`src/rtl/baud_gen_frac.sv`:
```
// rtl/baud_gen_frac.sv - fractional-N baud generator producing oversample and bit ticks
module baud_gen_frac #(
  parameter int DIV_W  = 16,
  parameter int FRAC_W = 4,
  parameter int OVS    = 16
) (
  input  logic              clk_sys,
  input  logic              rst_n,
  input  logic              en,
  input  logic              load,
  input  logic [DIV_W-1:0]  div_int,
  input  logic [FRAC_W-1:0] div_frac,
  output logic              tick_ovs,
  output logic              tick_bit,
  output logic              clk_out,
  output logic              load_ack,
  output logic              div_err
);

  localparam int OVS_W = (OVS > 1) ? $clog2(OVS) : 1;
  localparam logic [OVS_W-1:0] OVS_LAST = OVS_W'(OVS - 1);

  logic [DIV_W-1:0]  r_act_int;
  logic [DIV_W-1:0]  r_pend_int;
  logic [DIV_W-1:0]  r_cnt;
  logic [FRAC_W-1:0] r_act_frac;
  logic [FRAC_W-1:0] r_pend_frac;
  logic [FRAC_W-1:0] r_acc;
  logic              r_c;
  logic              r_pend_valid;
  logic [OVS_W-1:0]  r_ovs_cnt;

  logic [DIV_W:0]    w_period;
  logic [DIV_W:0]    w_nxt_period;
  logic              w_wrap;
  logic              w_load_ok;
  logic              w_apply_slot;
  logic              w_apply_new;
  logic              w_apply_pend;
  logic [FRAC_W:0]   w_acc_sum;
  logic [DIV_W-1:0]  w_nxt_int;
  logic [FRAC_W-1:0] w_nxt_frac;
  logic [DIV_W-1:0]  w_nxt_cnt;
  logic [FRAC_W-1:0] w_nxt_acc;
  logic              w_nxt_c;
  logic              w_nxt_clk;

  // Period is one bit wider than the divisor so act_int = 2^DIV_W-1 plus carry cannot overflow.
  assign w_period  = {1'b0, r_act_int} + {{DIV_W{1'b0}}, r_c};
  assign w_wrap    = en && ({1'b0, r_cnt} == (w_period - (DIV_W+1)'(1)));
  assign w_load_ok = load && (div_int >= DIV_W'(2));
  assign w_acc_sum = {1'b0, r_acc} + {1'b0, r_act_frac};

  // A new divisor may only take effect at a period boundary or while idle.
  assign w_apply_slot = !en || w_wrap;
  assign w_apply_new  = w_apply_slot && w_load_ok;
  assign w_apply_pend = w_apply_slot && !w_load_ok && r_pend_valid;

  always_comb begin
    w_nxt_int  = r_act_int;
    w_nxt_frac = r_act_frac;
    w_nxt_cnt  = r_cnt + DIV_W'(1);
    w_nxt_acc  = r_acc;
    w_nxt_c    = r_c;
    if (w_apply_new) begin
      w_nxt_int  = div_int;
      w_nxt_frac = div_frac;
    end else if (w_apply_pend) begin
      w_nxt_int  = r_pend_int;
      w_nxt_frac = r_pend_frac;
    end
    if (!en) begin
      w_nxt_cnt = '0;
      w_nxt_acc = '0;
      w_nxt_c   = 1'b0;
    end else if (w_wrap) begin
      w_nxt_cnt = '0;
      if (w_apply_new || w_apply_pend) begin
        w_nxt_acc = '0;
        w_nxt_c   = 1'b0;
      end else begin
        {w_nxt_c, w_nxt_acc} = w_acc_sum;
      end
    end
  end

  assign w_nxt_period = {1'b0, w_nxt_int} + {{DIV_W{1'b0}}, w_nxt_c};
  assign w_nxt_clk    = en && ({1'b0, w_nxt_cnt} < (w_nxt_period >> 1));

  always_ff @(posedge clk_sys or negedge rst_n) begin
    if (!rst_n) begin
      r_act_int    <= DIV_W'(2);
      r_act_frac   <= '0;
      r_pend_int   <= '0;
      r_pend_frac  <= '0;
      r_pend_valid <= 1'b0;
      r_cnt        <= '0;
      r_acc        <= '0;
      r_c          <= 1'b0;
      r_ovs_cnt    <= '0;
      tick_ovs     <= 1'b0;
      tick_bit     <= 1'b0;
      clk_out      <= 1'b0;
      load_ack     <= 1'b0;
      div_err      <= 1'b0;
    end else begin
      r_act_int  <= w_nxt_int;
      r_act_frac <= w_nxt_frac;
      r_cnt      <= w_nxt_cnt;
      r_acc      <= w_nxt_acc;
      r_c        <= w_nxt_c;
      if (w_apply_new || w_apply_pend) begin
        r_pend_valid <= 1'b0;
      end else if (w_load_ok) begin
        r_pend_valid <= 1'b1;
        r_pend_int   <= div_int;
        r_pend_frac  <= div_frac;
      end
      if (!en) begin
        r_ovs_cnt <= '0;
      end else if (w_wrap) begin
        r_ovs_cnt <= (r_ovs_cnt == OVS_LAST) ? '0 : r_ovs_cnt + OVS_W'(1);
      end
      tick_ovs <= w_wrap;
      tick_bit <= w_wrap && (r_ovs_cnt == OVS_LAST);
      clk_out  <= w_nxt_clk;
      load_ack <= w_apply_new || w_apply_pend;
      div_err  <= load && !w_load_ok;
    end
  end

endmodule

```
`config.mk`:
```
export PLATFORM = sky130hd
export DESIGN_NAME = baud_gen_frac
export DESIGN_NICKNAME = d
export VERILOG_FILES = /design/src/rtl/baud_gen_frac.sv
export SDC_FILE = /design/constraint.sdc
export NUM_CORES = 1
export LEC_CHECK = 0
export ABC_AREA = 1
export BUFFER_PORTS_ARGS = -buffer_cell sky130_fd_sc_hd__buf_2
export CAP_MARGIN = 20
export CORE_UTILIZATION = 50
export CTS_CLUSTER_DIAMETER = 200
export DETAILED_ROUTE_END_ITERATION = 10
export PLACE_DENSITY = 0.68
export SKIP_LAST_GASP = 1
export SLEW_MARGIN = 20
export SYNTH_ARGS = -nofsm -noshare
export SYNTH_HDL_FRONTEND = slang
export SYNTH_SLANG_ARGS = --single-unit
```
`constraint.sdc`:
```
create_clock -name clk_sys -period 3.7 [get_ports clk_sys]
set_clock_uncertainty 0.2 [all_clocks]
set_input_delay 0.74 -clock clk_sys [delete_from_list [all_inputs] [get_ports clk_sys]]
set_output_delay 0.74 -clock clk_sys [all_outputs]
set_load 0.02 [all_outputs]
```
# Word-level counts from Yosys, hierarchy flattened
# Cells that the tools add are included.
# Widths: inputs -> output; s select.
[totals] ff_bits=71 inputBits=24 output_inout_bits=5 wordCells=58
[classes] addsub=6 n_lt_le_gt_ge=2 eq_ne=3 n_mux=17 bitwise_logic=1 n_reduce_logical=15
[op_table] op="$mux 16" n=4
[op_table] op="$add 16x1->17" n=2
[op_table] op="$mux 4" n=8
[op_table] op="$eq 16x17->1" n=1
[op_table] op="$sub 17x1->17 const B" n=1
[op_table] op="$add 16x1->16 const B" n=1
[op_table] op="$ge 16x2->1 const B" n=1
[op_table] op="$lt 16x16->1" n=1
[op_table] op="$logic_and 1x1->1" n=8
[op_table] op="$add 4x4->5" n=1
[op_table] op="$mux 1" n=5
[op_table] op="$add 4x1->4 const B" n=1
[op_table] op="$eq 4x4->1 const B" n=1
[op_table] op="$reduce_bool 2->1" n=2
[op_table] op="$logic_not 1->1" n=2
[op_table] op="$logic_or 1x1->1" n=2
[op_table] op="$ne 2x1->1 const B" n=1
[op_table] op="$reduce_and 2->1" n=1
[op_table] op="$not 1->1" n=1

# Longest topological paths before layout
# Gate-level depths: netlist (run 1).
[logic_depth] depth_word=14 ltp_mapped=32 mapped_depth_nobuf=32

# Worst setup path after synthesis (run 1)
# Ideal clock, no wire load.
[synth_path] kind="register to register" from="register r_act_int[0]" to="register clk_out" setup_ns=0.078 t_arrival_ns=3.604 setup_slack_ns=-0.182 stages_incl_launch_ff=30 synth_period_minus_slack_ns=3.882 cell_sequence="dfrtp_1 > inv_1 > ha_1 > ha_1 > nand2_2 > nor2_4 > nand3_1 > nand2_1 > nand2_1 > nor2_2 > nand3_2 > o21bai_4 > nand2_4 > clkinv_2 > buf_6 > nand2_1 > nand2_1 > ha_1 > inv_1 > nor2_1 > nand3_1 > nor2_1 > nand2_1 > nand2_1 > ha_1 > a21oi_1 > nor2_1 > a211oi_1 > o221ai_1 > a21oi_1"
[synth_rtl] item="from (decl)" line="23" text="logic [DIV_W-1:0] r_act_int;"
[synth_rtl] item="from (signal assigned)" line="107" text="r_act_int <= w_nxt_int;"
[synth_rtl] item="$add 16x1->17 *" line="49" text="assign w_period = {1'b0, r_act_int} + {{DIV_W{1'b0}}, r_c};"
[synth_rtl] item="$sub 17x1->17 *" line="50" text="assign w_wrap = en && ({1'b0, r_cnt} == (w_period - (DIV_W+1)'(1)));"
[synth_rtl] item="$eq 16x17->1 *" line="50"
[synth_rtl] item="$logic_and 1x1->1 *" line="50"
[synth_rtl] item="$logic_or 1x1->1 *" line="55" text="assign w_apply_slot = !en || w_wrap;"
[synth_rtl] item="$logic_and 1x1->1 (2 in series)" line="57" text="assign w_apply_pend = w_apply_slot && !w_load_ok && r_pend_valid;"
[synth_rtl] item="$mux 16" line="68" text="end else if (w_apply_pend) begin"
[synth_rtl] item="$mux 16 *" line="65" text="if (w_apply_new) begin"
[synth_rtl] item="via w_nxt_int[1]" line="41" text="logic [DIV_W-1:0] w_nxt_int;"
[synth_rtl] item="$add 16x1->17 *" line="87" text="assign w_nxt_period = {1'b0, w_nxt_int} + {{DIV_W{1'b0}}, w_nxt_c};"
[synth_rtl] item="$lt 16x16->1 *" line="88" text="assign w_nxt_clk = en && ({1'b0, w_nxt_cnt} < (w_nxt_period >> 1));"
[synth_rtl] item="$logic_and 1x1->1 *" line="88"
[synth_rtl] item="via w_nxt_clk" line="46" text="logic w_nxt_clk;"
[synth_rtl] item="to (signal assigned)" line="126" text="clk_out <= w_nxt_clk;"
[synth_rtl] item="to (decl)" line="15" text="output logic clk_out,"
# Mark *: on every way through the listed nets, which the timed path passes. The rest lies on a longest branch.
# A chain may end at the register's enable or synchronous reset.

# Worst setup path after layout (run 1)
# Same ends and word-level chain as after synthesis.

==> flow_metrics.env, run 1 <==
export IMPL_status="finished with violations"
export IMPL_violations="negative setup slack"
export IMPL_dieHeight_um=102
export IMPL_syn_area_per_cell_um2=7.02
export IMPL_ant_nets=0
export IMPL_layout_commonest_cell="nand2_1"
export IMPL_dieWidth_um=102
export IMPL_ys_seq_elements=71
export IMPL_h_tree_depth=3
export IMPL_diodes=0
export IMPL_synthFlopType="dfrtp_1"
export IMPL_synth_cells=717
export IMPL_vdd_ir_drop_max_uv=271
export IMPL_area_growth_pct=30.1
export IMPL_tns_ps=-516
export IMPL_routed_wl_mm=14.0
export IMPL_antenna_found_initial=0
export IMPL_clock_root_buffer="clkbuf_8"
export IMPL_portBuffers=28
export IMPL_syn_area_um2=5030
export IMPL_remaining_drc_errors=0
export IMPL_grt_use_total_pct=29.1
export IMPL_dieArea_um2=10500
export IMPL_yosys_area_share_simple_pct=37.6
export IMPL_period_minus_slack_ps=4220
export IMPL_yosysWarnings=0
export IMPL_grt_max_degree=37
export IMPL_grt_ovfl_total=0
export IMPL_first_global_vias=4771
export IMPL_setup_violations_final=1
export IMPL_coreArea_um2=9770
export IMPL_synthAdderAreaFrac_pct=6.36
export IMPL_numCtsBuffers=9
export IMPL_wl_per_cell_um=14.1
export IMPL_place_hpwl_mm=11.0
export IMPL_synth_xor_area_share_pct=3.65
export IMPL_gp_congestion=0.933
export IMPL_power_mw=2.33
export IMPL_grt_pass1_wl_mm=22.9
export IMPL_fmax_mhz=237
export IMPL_arrival_ps=4300
export IMPL_initial_utilization_pct=51.5
export IMPL_required_ps=3780
export IMPL_post_place_ws_ps=-578
export IMPL_pwr_density_cell_nw_per_um2=355
export IMPL_clkSlewWorstSetupHoldPaths_ps=80
export IMPL_synth_compound_area_share_pct=7.08
export IMPL_drive_gt1_share_pct=28.0
export IMPL_async_reset_ff_share_pct=100
export IMPL_rows=36
export IMPL_firstDrtPassIters=5
export IMPL_cts_tree="done"
export IMPL_worstSetupPathType="flip-flop to flip-flop"
export IMPL_ys_types=38
export IMPL_io_pins=29
export IMPL_layout_common_cells="219 x nand2_1, 111 x buf_4, 80 x inv_1"
export IMPL_critPathCaptureType="flip-flop"
export IMPL_relSlewSlack_pct=42.9
export IMPL_muxShareOfSynthArea_pct=1.34
export IMPL_maxCapViolations=0
export IMPL_postCtsHoldBufs=0
export IMPL_synth_top_family_by_area="simple AND/OR/NAND/NOR gates"
export IMPL_synth_edf_count=0
export IMPL_max_stage_delay_ps=400
export IMPL_worst_skew_pair_late_latency_ps=360
export IMPL_worstSetupStartpointType="flip-flop"
export IMPL_fin_nets=905
export IMPL_clock_sinks=71
export IMPL_leakage_nw=3.37
export IMPL_ys_seq_area_share_pct=35.3
export IMPL_synth_nets=766
export IMPL_final_hold_viol_count=0
export IMPL_drt_initial_drc_count=231
export IMPL_worstRegToRegCells=28
export IMPL_slowest_stage="dfrtp_1"
export IMPL_worst_slack_ps=-516
export IMPL_finish_utilization_pct=67.0
export IMPL_min_period_over_period_pct=114
export IMPL_crit_fanout=20
export IMPL_hold_path_class="input port to asynchronous set/reset pin"
export IMPL_worst_slew_pin_slew_ps=856
export IMPL_clockBufferDepth=2
export IMPL_cp_common_cell="nand2_1"
export IMPL_rsz0062_at_grt="yes"
export IMPL_slew_violations=0
export IMPL_routed_via_density=5.09
export IMPL_vias=5056
[per-stage QoR]
step	hold WS (ps)	cells	area [um2]
after floorplan	244	717	5080
after global placement	267	971	6120
after detailed placement	277	971	6120
after CTS	295	990	6390
after global routing	319	994	6550
final	289	994	6550
[registers in the layout, summed over array words and instances (netlist names)]
register      cells
r_acc             4
r_cnt            16
load_ack          1
clk_out           1
tick_bit          1
r_pend_frac       4
r_pend_int       16
r_act_frac        4
r_act_int        16
div_err           1
r_ovs_cnt         4
r_pend_valid      1
tick_ovs          1
r_c               1
[worst paths after layout]
| check | startpoint | end | slack (ps) |
|---|---|---|---|
| max | r_act_int[0] | clk_out | -520 |
| min | rst_n | tick_bit | 290 |
| max reg2reg | r_act_int[0] | clk_out | -520 |
| min reg2reg | r_pend_int[10] | r_pend_int[10] | 290 |
| max in group asynchronous | rst_n | r_pend_int[10] | 2330 |
| min in group clk_sys | r_pend_int[10] | r_pend_int[10] | 290 |
[cell families after synthesis]
group,count (synthesis)
AOI/OAI and AO/OA,61
xor gates and xnor gates,21
adders and majority gates,25
buffers and inverters,107
DFF,71
muxes,6
and+or+nand+nor,426
[critical path: cells and delay by family, from the launching register on]
kind                       cells  cell delay, ps
and+or+nand+nor               17            1570
AOI/OAI and AO/OA              5             970
adders and majority gates      3             620
DFF                            1             400
buffers and inverters          3             390
[where the power goes]
group	internal [mW]	switching (mW)	total (mW)
registers	0.849	0.0750	0.924
clock network	0.327	0.293	0.620
logic	0.350	0.433	0.783
[routing by layer]
metal  vias up  part of all wire, %  GRT usage (%)
met5         -                    0              0
li1       2586                    -              -
met3        20                  4.8           4.99
met2       123                   46           45.7
met1      2327                   47           40.5
met4         0                  1.8           9.89
[what timing repair did]
action | 4_1_cts | 5_1_grt
endpoints found under the setup margin | 1 | 1
cloned | 0 | 0
buffers inserted | 3 | 4
gates resized for setup | 14 | 26
pin swaps | 6 | 24
[Yosys cell counts, types with 6 or more instances]
cell type  count  area, um2
a21oi_1       14       70.1
clkbuf_1       9       33.8
dfrtp_1       70       1750
ha_1          24        300
inv_1         83        312
inv_2          6       22.5
mux2_2         6       67.6
nand2_1      224        841
nand2_2       10       62.6
nand3_1       69        345
nand3b_1       8       60.1
nand4_1       10       62.6
nor2_1        66        248
nor2_2        18        113
nor3_1         7       35.0
o21ai_0       33        165
xor2_1        16        140
[layout make-up]
cell class                 instances  area, um2
fill                             873       3230
multi-input combinational        539       3010
sequential                        71       1780
timing repair buffer             145       1060
inverter                          90        343
tap                              133        166
clock buffer                      12        145
clock inverter                     4       45.0
(Power assumes the default switching activity.)
==> inputs of run 2 (changes only) <==
==> constraint.sdc (replaced) <==
create_clock -name clk_sys -period 3.7 [get_ports clk_sys]
set_clock_uncertainty 0.2 [all_clocks]
set_input_delay 0.185 -clock clk_sys [delete_from_list [all_inputs] [get_ports clk_sys]]
set_output_delay 0.185 -clock clk_sys [all_outputs]
set_load 0.02 [all_outputs]
==> run 2 against run 1 <==
The run still ends with negative setup slack left; register-to-register slack improved by 20 ps; die area did not move; combinational power is 13% higher.
==> flow_metrics.env, run 2 (synthesis results as in run 1) <==
export IMPL_status="finished with violations"
export IMPL_firstDrtPassIters=5
export IMPL_hold_path_class="input port to flip-flop"
export IMPL_pwr_density_cell_nw_per_um2=337
export IMPL_vias=5359
export IMPL_layout_filler_cells=745
export IMPL_drive_gt1_share_pct=31.5
export IMPL_antenna_found_initial=0
export IMPL_vdd_ir_drop_max_uv=248
export IMPL_path_buf_inv=7
export IMPL_worst_slack_ps=-499
export IMPL_clock_root_buffer="clkbuf_8"
export IMPL_grt_ovfl_total=0
export IMPL_worstRegToRegCells=31
export IMPL_gp_congestion=0.937
export IMPL_clock_sinks=71
export IMPL_relSlewSlack_pct=55.3
export IMPL_crit_fanout=9
export IMPL_dieWidth_um=102
export IMPL_worst_skew_pair_late_latency_ps=360
export IMPL_crit_cells=31
export IMPL_max_stage_delay_ps=390
export IMPL_required_ps=3790
export IMPL_coreArea_um2=9770
export IMPL_fin_nets=922
export IMPL_dieArea_um2=10500
export IMPL_met1_length_mm=6.84
export IMPL_drt_initial_drc_count=331
export IMPL_ant_nets=0
export IMPL_wl_per_cell_um=15.6
export IMPL_first_global_vias=4901
export IMPL_routed_via_density=5.31
export IMPL_diodes=0
export IMPL_layout_commonest_cell="nand2_1"
export IMPL_worstSetupPathType="flip-flop to flip-flop"
export IMPL_remaining_drc_errors=0
export IMPL_routed_wl_mm=15.7
export IMPL_min_period_over_period_pct=113
export IMPL_clockBufferDepth=2
export IMPL_final_hold_viol_count=0
export IMPL_portBuffers=28
export IMPL_cp_common_cell="nand2_1"
export IMPL_rsz0062_at_grt="yes"
export IMPL_wl_met3_um=744
export IMPL_grt_pass1_wl_mm=23.3
export IMPL_power_mw=2.37
export IMPL_grt_max_degree=52
export IMPL_wl_met2_mm=7.63
export IMPL_grt_use_total_pct=29.5
export IMPL_arrival_ps=4290
export IMPL_routed_top_layer="met4"
export IMPL_initial_utilization_pct=51.5
export IMPL_leakage_nw=3.50
export IMPL_min_path_cells=4
export IMPL_area_growth_pct=39.5
export IMPL_worst_slew_pin_slew_ps=671
export IMPL_cts_tree="done"
export IMPL_maxCapViolations=0
export IMPL_rows=36
export IMPL_slew_violations=0
export IMPL_violations="negative setup slack"
export IMPL_slowest_stage="dfrtp_1"
export IMPL_place_hpwl_mm=11.0
export IMPL_period_minus_slack_ps=4200
export IMPL_dieHeight_um=102
export IMPL_worstSetupStartpointType="flip-flop"
export IMPL_io_pins=29
export IMPL_finish_utilization_pct=71.9
export IMPL_critPathCaptureType="flip-flop"
export IMPL_setup_violations_final=1
export IMPL_numCtsBuffers=9
export IMPL_largest_registers="r_act_int: 16 flops, r_cnt: 16 flops, r_pend_int: 16 flops"
export IMPL_h_tree_depth=3
export IMPL_layout_common_cells="195 x nand2_1, 96 x buf_4, 78 x inv_1"
export IMPL_clkSlewWorstSetupHoldPaths_ps=80
export IMPL_critPathTopFamily="simple AND/OR/NAND/NOR gates"
export IMPL_fmax_mhz=238
run 2: cell types whose count changed in the layout (fill, tap and decap cells not counted), sizes merged:
cell	delta
dlygate4sd3	+24
buf	-10
bufinv	-1
clkinvlp	+1
clkbuf	+2
run 2: worst paths after layout:
| path | start | end | slack, ps |
|---|---|---|---|
| worst max-delay path | r_c | clk_out | -500 |
| worst min-delay path | div_int[8] | r_act_int[8] | 30 |
| worst max register to register | r_c | clk_out | -500 |
| worst min register to register | r_acc[2] | r_acc[2] | 290 |
| max in group asynchronous | rst_n | r_act_int[9] | 2130 |
| min in group asynchronous | rst_n | tick_bit | 110 |
run 2: cell type report:
cell class / instances / area (um2) / area share, %
multi-input cells: 539 / 3210 / 45.7
flip-flops and latches: 71 / 1780 / 25.3
repair buffers: 162 / 1350 / 19.3
inverters: 90 / 350 / 4.99
well taps: 133 / 166 / 2.37
clock buffers: 11 / 141 / 2.01
clock inverters: 4 / 22.5 / 0.321
run 2: repair_timing:
item	in CTS	in global routing
hold buffers	24	0
pin swaps	16	52
setup endpoints to repair	1	1
cloned	0	3
hold endpoints to repair	51	0
setup buffers	5	7
gates resized for setup	20	84
run 2: report_power, final:
group / internal, mW / switching (mW)
clock: 0.255 / 0.309
combinational: 0.396 / 0.485
sequential: 0.849 / 0.0715
total: 1.50 / 0.865
run 2: routing by layer:
layer	vias up	GRT usage (%)
met5	-	0
met4	0	10.4
met3	48	3.97
met2	195	48.5
met1	2506	39.8
li1	2610	-
run 2: tightest hold or removal path, cell delays in order:
cell and delay [ps]:
buf_2 100, nand2_1 70, nand2_2 90, buf_4 110
run 2: metrics by stage:
stage          instance area [um2]  setup TNS, ps  hold slack [ps]  instances  worst slack (ps)
5_1_grt                       7020           -749             59.9       1010              -749
3_3_place_gp                  6030           -295            -22.1        957              -295
3_5_place_dp                  6030           -374            -22.3        957              -374
2_1_floorplan                 5080          -49.6             -311        717             -49.6
4_1_cts                       6560           -297             26.7       1001              -297
6_report                      7020           -499             27.3       1010              -499
==> inputs of run 3 (changes only) <==
--- a/config.mk
+++ b/config.mk
@@ -11,7 +11,9 @@
 export CORE_UTILIZATION = 50
 export CTS_CLUSTER_DIAMETER = 200
 export DETAILED_ROUTE_END_ITERATION = 10
+export MAX_ROUTING_LAYER = met4
 export PLACE_DENSITY = 0.68
+export SKIP_CTS_REPAIR_TIMING = 1
 export SKIP_LAST_GASP = 1
 export SLEW_MARGIN = 20
 export SYNTH_ARGS = -nofsm -noshare
==> run 3 against run 2 <==
Count of clock-buffer cells in the layout decreased by 1; first-iteration DRC count decreased by 22%; global-route usage increased by 0.21 points; wire length decreased by 8.4%; largest cell class unchanged; highest routed layer unchanged; worst setup slack improved by 56 ps; non-clock buffer count decreased by 9; the run ends with negative hold slack, negative setup slack left; die area unchanged; flip-flop and latch count unchanged; register-to-register slack improved by 60 ps.
==> flow_metrics.env, run 3 (synthesis results as in run 1) <==
export IMPL_status="finished with violations"
export IMPL_violations="negative hold slack, negative setup slack"
export IMPL_grt_max_degree=43
export IMPL_finish_utilization_pct=69.3
export IMPL_diodes=0
export IMPL_largest_registers="r_act_int: 16 flops, r_cnt: 16 flops, r_pend_int: 16 flops"
export IMPL_gp_congestion=0.930
export IMPL_final_hold_viol_count=3
export IMPL_r2r_start="r_act_int[1]"
export IMPL_swShare_pct=32.9
export IMPL_relSlewSlack_pct=52.3
export IMPL_cp_common_cell="nand2_1"
export IMPL_leakage_nw=3.43
export IMPL_first_global_vias=4779
export IMPL_remaining_drc_errors=0
export IMPL_tns_ps=-444
export IMPL_worst_slack_ps=-444
export IMPL_dieWidth_um=102
export IMPL_max_stage_delay_ps=550
export IMPL_final_area_um2=6770
export IMPL_worstRegToRegCells=29
export IMPL_routed_via_density=5.13
export IMPL_portBuffers=28
export IMPL_post_place_ws_ps=-392
export IMPL_power_mw=2.49
export IMPL_wl_met2_mm=6.91
export IMPL_slowest_stage="dfstp_2"
export IMPL_pwr_share_comb_pct=32.1
export IMPL_dp_cells=958
export IMPL_area_growth_pct=34.5
export IMPL_period_minus_slack_ps=4140
export IMPL_firstDrtPassIters=5
export IMPL_p_clk_share_pct=30.9
export IMPL_worstSetupPathType="flip-flop to flip-flop"
export IMPL_drt_initial_drc_count=257
export IMPL_wl_per_cell_um=14.4
export IMPL_worst_slew_pin_slew_ps=716
export IMPL_dieArea_um2=10500
export IMPL_met1_length_mm=6.75
export IMPL_routed_top_layer="met4"
export IMPL_io_pins=29
export IMPL_cp_endpoint="clk_out"
export IMPL_initial_utilization_pct=51.5
export IMPL_dieHeight_um=102
export IMPL_fin_nets=913
export IMPL_crit_start="r_act_int[1]"
export IMPL_internal_power_mw=1.67
export IMPL_fmax_mhz=241
export IMPL_h_tree_depth=3
export IMPL_rsz0062_at_grt="yes"
export IMPL_seq_power_share_pct=37.0
export IMPL_layout_commonest_cell="nand2_1"
export IMPL_routed_wl_mm=14.4
export IMPL_wl_met3_um=471
export IMPL_grt_use_total_pct=29.7
export IMPL_netSwitchingPower_uw=820
export IMPL_clock_root_buffer="clkbuf_8"
export IMPL_ant_nets=0
export IMPL_setup_violations_final=1
export IMPL_whs_ps=-35.3
export IMPL_worstSetupStartpointType="flip-flop"
export IMPL_grt_pass1_wl_mm=22.8
export IMPL_rows=36
export IMPL_clkSlewWorstSetupHoldPaths_ps=80
export IMPL_pwr_density_cell_nw_per_um2=368
export IMPL_cts_tree="done"
export IMPL_critPathCaptureType="flip-flop"
export IMPL_place_area_um2=6040
export IMPL_timing_rr_end="clk_out"
export IMPL_r2r_slack_ps=-440
export IMPL_arrival_ps=4220
export IMPL_min_period_over_period_pct=112
export IMPL_slew_violations=0
export IMPL_vdd_ir_drop_max_uv=296
export IMPL_instances_no_fill=1002
export IMPL_numCtsBuffers=9
export IMPL_crit_fanout=7
export IMPL_vias=5136
export IMPL_grt_ovfl_total=0
export IMPL_worst_skew_pair_late_latency_ps=350
export IMPL_clockBufferDepth=2
export IMPL_layout_common_cells="212 x nand2_1, 98 x buf_4, 81 x inv_1"
export IMPL_coreArea_um2=9770
export IMPL_required_ps=3780
export IMPL_place_hpwl_mm=10.9
export IMPL_clock_sinks=71
export IMPL_drive_gt1_share_pct=27.8
export IMPL_antenna_found_initial=0
export IMPL_hold_path_class="input port to flip-flop"
export IMPL_maxCapViolations=0
run 3: cell count changes in the layout (fill, tap and decap cells not counted), sizes merged:
cell	previous run	this run
bufinv	0	3
dlygate4sd3	24	22
clkinv	4	3
buf	135	131
clkbuf	14	10
run 3: how the worst min path moves through the flow:
stage / from / endpoint / slack [ps] / cells after the start
final: div_int[3] / r_pend_int[3] / -40 / 3
after global routing: div_int[3] / r_pend_int[3] / 9 / 3
after CTS: rst_n / tick_bit / -300 / 1
after detailed placement: rst_n / tick_bit / 80 / 1
after global placement: rst_n / tick_bit / 70 / 1
after floorplan: rst_n / clk_out / -310 / 0
run 3: area by class of cell:
type                            instances  area [um2]
Multi-Input combinational cell        539        3050
Fill cell                             815        3010
Sequential cell                        71        1780
Timing Repair Buffer                  153        1190
Inverter                               90         343
Tap cell                              133         166
Clock buffer                           10         138
Clock inverter                          6         108
run 3: metal layers:
metal	global-route usage (%)	vias to the layer above
met5	-	-
met3	4.04	25
met2	46.7	118
li1	-	2596
met1	39.5	2397
met4	9.67	0
run 3: critical path: cells and delay by family (launching register included):
family,cells,cell delay [ps]
DFF,1,550
AOI/OAI and AO/OA,5,900
and+or+nand+nor,16,1480
buffers and inverters,5,410
adders and majority gates,3,540
run 3: power by group through the flow:
stage                     sequential (mW)  clock [mW]  combinational [mW]
after floorplan                     0.916           0               0.413
after global placement              0.929           0               0.704
after detailed placement            0.933           0               0.721
after CTS                           0.918       0.782               0.727
after global routing                0.929       0.818               0.895
final                               0.921       0.771               0.801
